===== src/rtl/div_share_arb.sv =====
// rtl/div_share_arb.sv - round-robin arbiter sharing one iterative divider among requesters
module div_share_arb #(
  parameter int WIDTH   = 5,
  parameter int NREQ    = 4,
  parameter int TIMEOUT = 16
) (
  input  logic                    clk,
  input  logic                    rst,
  input  logic [NREQ-1:0]         req,
  input  logic [NREQ*WIDTH-1:0]   req_a,
  input  logic [NREQ*WIDTH-1:0]   req_b,
  output logic [NREQ-1:0]         gnt,
  output logic                    rsp_valid,
  input  logic                    rsp_ready,
  output logic [$clog2(NREQ)-1:0] rsp_id,
  output logic [WIDTH-1:0]        rsp_q,
  output logic [WIDTH-1:0]        rsp_r,
  output logic                    rsp_dbz,
  output logic                    rsp_err,
  output logic                    div_start,
  output logic [WIDTH-1:0]        div_a,
  output logic [WIDTH-1:0]        div_b,
  input  logic                    div_busy,
  input  logic                    div_done,
  input  logic                    div_valid,
  input  logic                    div_dbz,
  input  logic [WIDTH-1:0]        div_val,
  input  logic [WIDTH-1:0]        div_rem
);

  localparam int IDW = $clog2(NREQ);
  localparam int CW  = (TIMEOUT > 2) ? $clog2(TIMEOUT) : 1;
  localparam logic [IDW:0]   NREQ_W  = (IDW+1)'(NREQ);
  localparam logic [IDW-1:0] LAST_ID = IDW'(NREQ-1);
  localparam logic [CW-1:0]  CNT_MAX = CW'(TIMEOUT-1);

  typedef enum logic [1:0] {IDLE, ISSUE, WAIT, RESP} state_t;

  state_t         state, state_nx;
  logic [IDW-1:0] ptr;
  logic [IDW-1:0] sel_id;
  logic           sel_found;
  logic [IDW:0]   cand;
  logic [CW-1:0]  wait_cnt;

  logic [WIDTH-1:0] a_arr [NREQ];
  logic [WIDTH-1:0] b_arr [NREQ];

  for (genvar g = 0; g < NREQ; g++) begin : g_unpack
    assign a_arr[g] = req_a[g*WIDTH +: WIDTH];
    assign b_arr[g] = req_b[g*WIDTH +: WIDTH];
  end

  // Round-robin pick: first active request at or after ptr, wrapping at NREQ
  always_comb begin
    sel_found = 1'b0;
    sel_id    = '0;
    cand      = '0;
    for (int i = 0; i < NREQ; i++) begin
      cand = {1'b0, ptr} + (IDW+1)'(i);
      if (cand >= NREQ_W) cand = cand - NREQ_W;
      if (!sel_found && req[cand[IDW-1:0]]) begin
        sel_found = 1'b1;
        sel_id    = cand[IDW-1:0];
      end
    end
  end

  // Next-state and divider start; start is held off while a stale op is still running
  always_comb begin
    state_nx  = state;
    div_start = 1'b0;
    case (state)
      IDLE:  if (sel_found) state_nx = ISSUE;
      ISSUE: begin
        div_start = !div_busy;
        if (!div_busy) state_nx = WAIT;
      end
      WAIT:  if (div_done || wait_cnt == CNT_MAX) state_nx = RESP;
      RESP:  if (rsp_ready) state_nx = IDLE;
      default: state_nx = IDLE;
    endcase
  end

  assign rsp_valid = (state == RESP);

  // State register
  always_ff @(posedge clk) begin
    if (rst) state <= IDLE;
    else     state <= state_nx;
  end

  // Operand latch, grant pulse, wait counter, response capture and pointer update
  always_ff @(posedge clk) begin
    if (rst) begin
      ptr      <= '0;
      wait_cnt <= '0;
      gnt      <= '0;
      rsp_id   <= '0;
      rsp_q    <= '0;
      rsp_r    <= '0;
      rsp_dbz  <= 1'b0;
      rsp_err  <= 1'b0;
      div_a    <= '0;
      div_b    <= '0;
    end else begin
      gnt <= '0;
      case (state)
        IDLE: begin
          if (sel_found) begin
            div_a  <= a_arr[sel_id];
            div_b  <= b_arr[sel_id];
            rsp_id <= sel_id;
            gnt    <= NREQ'(1) << sel_id;
          end
        end
        ISSUE: wait_cnt <= '0;
        WAIT: begin
          if (div_done) begin
            rsp_dbz <= div_dbz;
            rsp_err <= !div_dbz && !div_valid;
            rsp_q   <= (!div_dbz && div_valid) ? div_val : '0;
            rsp_r   <= (!div_dbz && div_valid) ? div_rem : '0;
          end else if (wait_cnt == CNT_MAX) begin
            rsp_dbz <= 1'b0;
            rsp_err <= 1'b1;
            rsp_q   <= '0;
            rsp_r   <= '0;
          end else begin
            wait_cnt <= wait_cnt + 1'b1;
          end
        end
        RESP: begin
          if (rsp_ready) ptr <= (rsp_id == LAST_ID) ? '0 : rsp_id + 1'b1;
        end
        default: ;
      endcase
    end
  end

endmodule


===== config.mk =====
export PLATFORM = sky130hd
export DESIGN_NAME = div_share_arb
export DESIGN_NICKNAME = d
export VERILOG_FILES = /design/src/rtl/div_share_arb.sv
export SDC_FILE = /design/constraint.sdc
export NUM_CORES = 1
export LEC_CHECK = 0
export BUFFER_PORTS_ARGS = -buffer_cell sky130_fd_sc_hd__buf_2
export CORE_ASPECT_RATIO = 0.5
export CORE_MARGIN = 10
export CORE_UTILIZATION = 45
export DETAILED_ROUTE_END_ITERATION = 16
export PLACE_DENSITY = 0.79
export SLEW_MARGIN = 10
export SYNTH_ARGS = -nofsm -noshare
export SYNTH_HDL_FRONTEND = slang
export SYNTH_SLANG_ARGS = --single-unit

===== constraint.sdc =====
create_clock -name clk -period 2.4 [get_ports clk]
set_input_delay 0.72 -clock clk [delete_from_list [all_inputs] [get_ports clk]]
set_output_delay 0.72 -clock clk [all_outputs]
set_load 0.02 [all_outputs]

==> impl_metrics.env <==
export IMPL_status="completed"
export IMPL_synth_compound_area_share_pct=16.48
export IMPL_fin_crit_sh_pct=83.89
export IMPL_insertion_delay_ns=0.28
export IMPL_slowest_stage="dfxtp_1"
export IMPL_synthMuxAreaShare_pct=12.24
export IMPL_final_cells=341
export IMPL_ir_drop_uv=267.6
export IMPL_clock_skew_ns=0.004753
export IMPL_gr_max_usage_layer="met2"
export IMPL_nets=354
export IMPL_crit_path_start="state[1]"
export IMPL_post_route_util_pct=61.34
export IMPL_power_frac_seq_pct=40.2
export IMPL_grt_overflow_total=0
export IMPL_p_per_area_nw_per_um2=794.3
export IMPL_antenna_found_initial=0
export IMPL_switching_power_mw=0.6762
export IMPL_synth_xor_area_share_pct=0.9736
export IMPL_grtUsageTotal_pct=12.97
export IMPL_grt_max_degree=25
export IMPL_synth_nets=265
export IMPL_clock_sinks=36
export IMPL_synth_top_family_by_area="simple AND/OR/NAND/NOR gates"
export IMPL_yosys_area_top_type="dfxtp_1"
export IMPL_worst_setup_path_end_kind="output port"
export IMPL_path_cells="inv_1 -> ha_1 -> nor2b_1 -> buf_2"
export IMPL_area_growth_pct=32.41
export IMPL_synthDistinctLibCells=32
export IMPL_fin_tns_setup_ns=0
export IMPL_worst_r2r_setup_slack_ns=0.64
export IMPL_drtAntennaViolNets=0
export IMPL_postCtsHoldBufs=0
export IMPL_grt_pass1_wl_mm=7.652
export IMPL_avgSynthCellArea_um2=9.133
export IMPL_place_inst=333
export IMPL_grt_setup_unrepaired="no"
export IMPL_drt_iter0_drc=61
export IMPL_final_setup_viol_count=0
export IMPL_die_h_um=64.71
export IMPL_ys_top_cells_by_area="dfxtp_1 40%, mux2i_1 12%, o221ai_2 6.7%"
export IMPL_drc=0
export IMPL_ys_seq_area_share_pct=40.06
export IMPL_ios=91
export IMPL_firstDrtPassIters=4
export IMPL_ys_warnings_count=0
export IMPL_cts_tree="yes"
export IMPL_synth_area_um2=1799
export IMPL_cp_max_fo=4
export IMPL_min_period_ns=2.013
export IMPL_min_path_type="reg2reg"
export IMPL_critical_path_max_stage_delay_ns=0.38
export IMPL_cp_start_kind="flip-flop"
export IMPL_clockBufferDepth=2
export IMPL_rr_startpoint="state[0]"
export IMPL_hold_slack_ns=0.4481
export IMPL_path_clk_slew_ns=0.07
export IMPL_slew_headroom_pct=57.75
export IMPL_synth_fa_ha_area_share_pct=4.868
export IMPL_place_area_um2=2292
export IMPL_met1_usage_pct=13.74
export IMPL_cts_buffers=5
export IMPL_yosys_most_used_dff="dfxtp_1"
export IMPL_required_ns=1.68
export IMPL_viasPerCell=4.994
export IMPL_num_rows=16
export IMPL_ctsResizeCount=0
export IMPL_wire_per_inst_um=14.40
export IMPL_grt_met2_usage_pct=23.89
export IMPL_synth_top_area_share_pct=40.06
export IMPL_hold_viol=0
export IMPL_path_buf_inv=2
export IMPL_mostFrequentLayoutCell="buf_2"
export IMPL_cellLeakagePower_nw=1.098
export IMPL_synth_simple_area_share_pct=20.58
export IMPL_via_count=1703
export IMPL_layout_common_cells="90 x buf_2, 36 x dfxtp_1, 29 x nand2_1, 22 x mux2i_1, 16 x a21oi_1"
export IMPL_place_gp_congestion=0.7718
export IMPL_post_cts_repair_setup_buffers=0
export IMPL_synth_ff_latch_count=36
export IMPL_start_util_pct=46.33
export IMPL_p_clk_share_pct=23.3
export IMPL_coreArea_um2=3884
export IMPL_critPathArrivalTime_ns=1.29
export IMPL_die_x_um=109.4
export IMPL_io_buffers=90
export IMPL_diodes=0
export IMPL_grt_pass1_vias=1730
export IMPL_slew_viol_final=0
export IMPL_timing_max_cap_violations=0
export IMPL_synth_edf_count=0
export IMPL_finalWirelength_mm=4.912
export IMPL_p_int_mw=1.216
export IMPL_switching_share_pct=35.73
export IMPL_async_flop_share_pct=0
export IMPL_grtUsageMet3_pct=4.339
export IMPL_dieArea_um2=7081
export IMPL_p_comb_share_pct=36.5
export IMPL_max_slew_worst_pin_slew_ns=0.6325
export IMPL_path_class="reg2out"
export IMPL_htree_levels=2
export IMPL_cts_root_buf="clkbuf_8"
export IMPL_min_from="rsp_r[4]"
export IMPL_drive_above_1_share_pct=38.68
export IMPL_cpLargestDelayFamily="flip-flops"
export IMPL_dp_final_hpwl_mm=3.865
export IMPL_synthCells=197
export IMPL_fmaxAchievable_ghz=0.4967
export IMPL_finalInstanceArea_um2=2382
-- logic make-up (layout without fill, tap and decap cells) --
kind of cell	Yosys count	in the layout
buffers and inverters	17	107
AOI/OAI and AO/OA	35	35
xor gates and xnor gates	2	2
muxes	22	22
adders and majority gates	7	7
DFF	36	36
and+or+nand+nor	78	78
-- flip-flops by register name, summed over array words and instances, names as in the netlist --
name and cells:
rsp_dbz 1, ptr 2, state 2, div_b 5
div_a 5, wait_cnt 4, rsp_q 5, rsp_id 2
rsp_err 1, gnt 4, rsp_r 5
-- stage by stage --
step,total power [mW],setup slack [ns]
2_1_floorplan,1.241,0.4217
3_3_place_gp,1.449,0.3079
3_5_place_dp,1.472,0.2542
4_1_cts,1.913,0.3792
5_1_grt,2.019,0.3262
6_report,1.892,0.3868
-- cell type report --
class | instances | area, um2
fillers | 346 | 1501
flip-flops and latches | 36 | 720.7
well taps | 54 | 67.56
clock buffers | 8 | 90.09
repair buffers | 94 | 493.0
inverters | 5 | 18.77
multi-input cells | 144 | 992.2
-- power groups by stage --
| stage | Combinational (mW) | Sequential, mW | Clock [mW] |
|---|---|---|---|
| global placement | 0.680 | 0.770 | 0 |
| global route | 0.764 | 0.774 | 0.480 |
| detailed placement | 0.698 | 0.773 | 0 |
| floorplan | 0.368 | 0.873 | 0 |
| CTS | 0.700 | 0.760 | 0.452 |
| finish | 0.692 | 0.760 | 0.441 |
-- metal layers --
layer | up-vias | wire length, um
li1 | 874 | -
met1 | 770 | 1955
met2 | 53 | 2448
met3 | 6 | 443
met4 | 0 | 64
met5 | - | 0
-- worst register-to-register path, delay by kind of cell (launching register included) --
kind	cells	cell delay [ns]
AND/OR/NAND/NOR	2	0.72
flip-flops	1	0.33
adder cells (fa/ha/maj)	1	0.35
buffers and inverters	1	0.12
AO/OA/AOI/OAI	1	0.17
-- synth_stat cells (2+ instances only) --
cell type	count
dfxtp_1	36
nand2_1	29
mux2i_1	22
a21oi_1	16
nor2_1	14
nand3_1	12
nor2b_1	8
o221ai_2	8
clkbuf_1	7
ha_1	7
inv_1	5
nor3_1	5
nand2b_1	3
and2_1	2
buf_4	2
buf_6	2
nand4_1	2
o221ai_1	2
xor2_1	2
-- path summary, 6_finish.rpt --
kind	cells past startpoint	end
setup reg to reg	5	rsp_q[4]
setup / recovery	4	div_start
hold / removal	2	rsp_r[4]
hold reg to reg	2	rsp_r[4]
No activity file was read; power rests on OpenSTA's default activity.
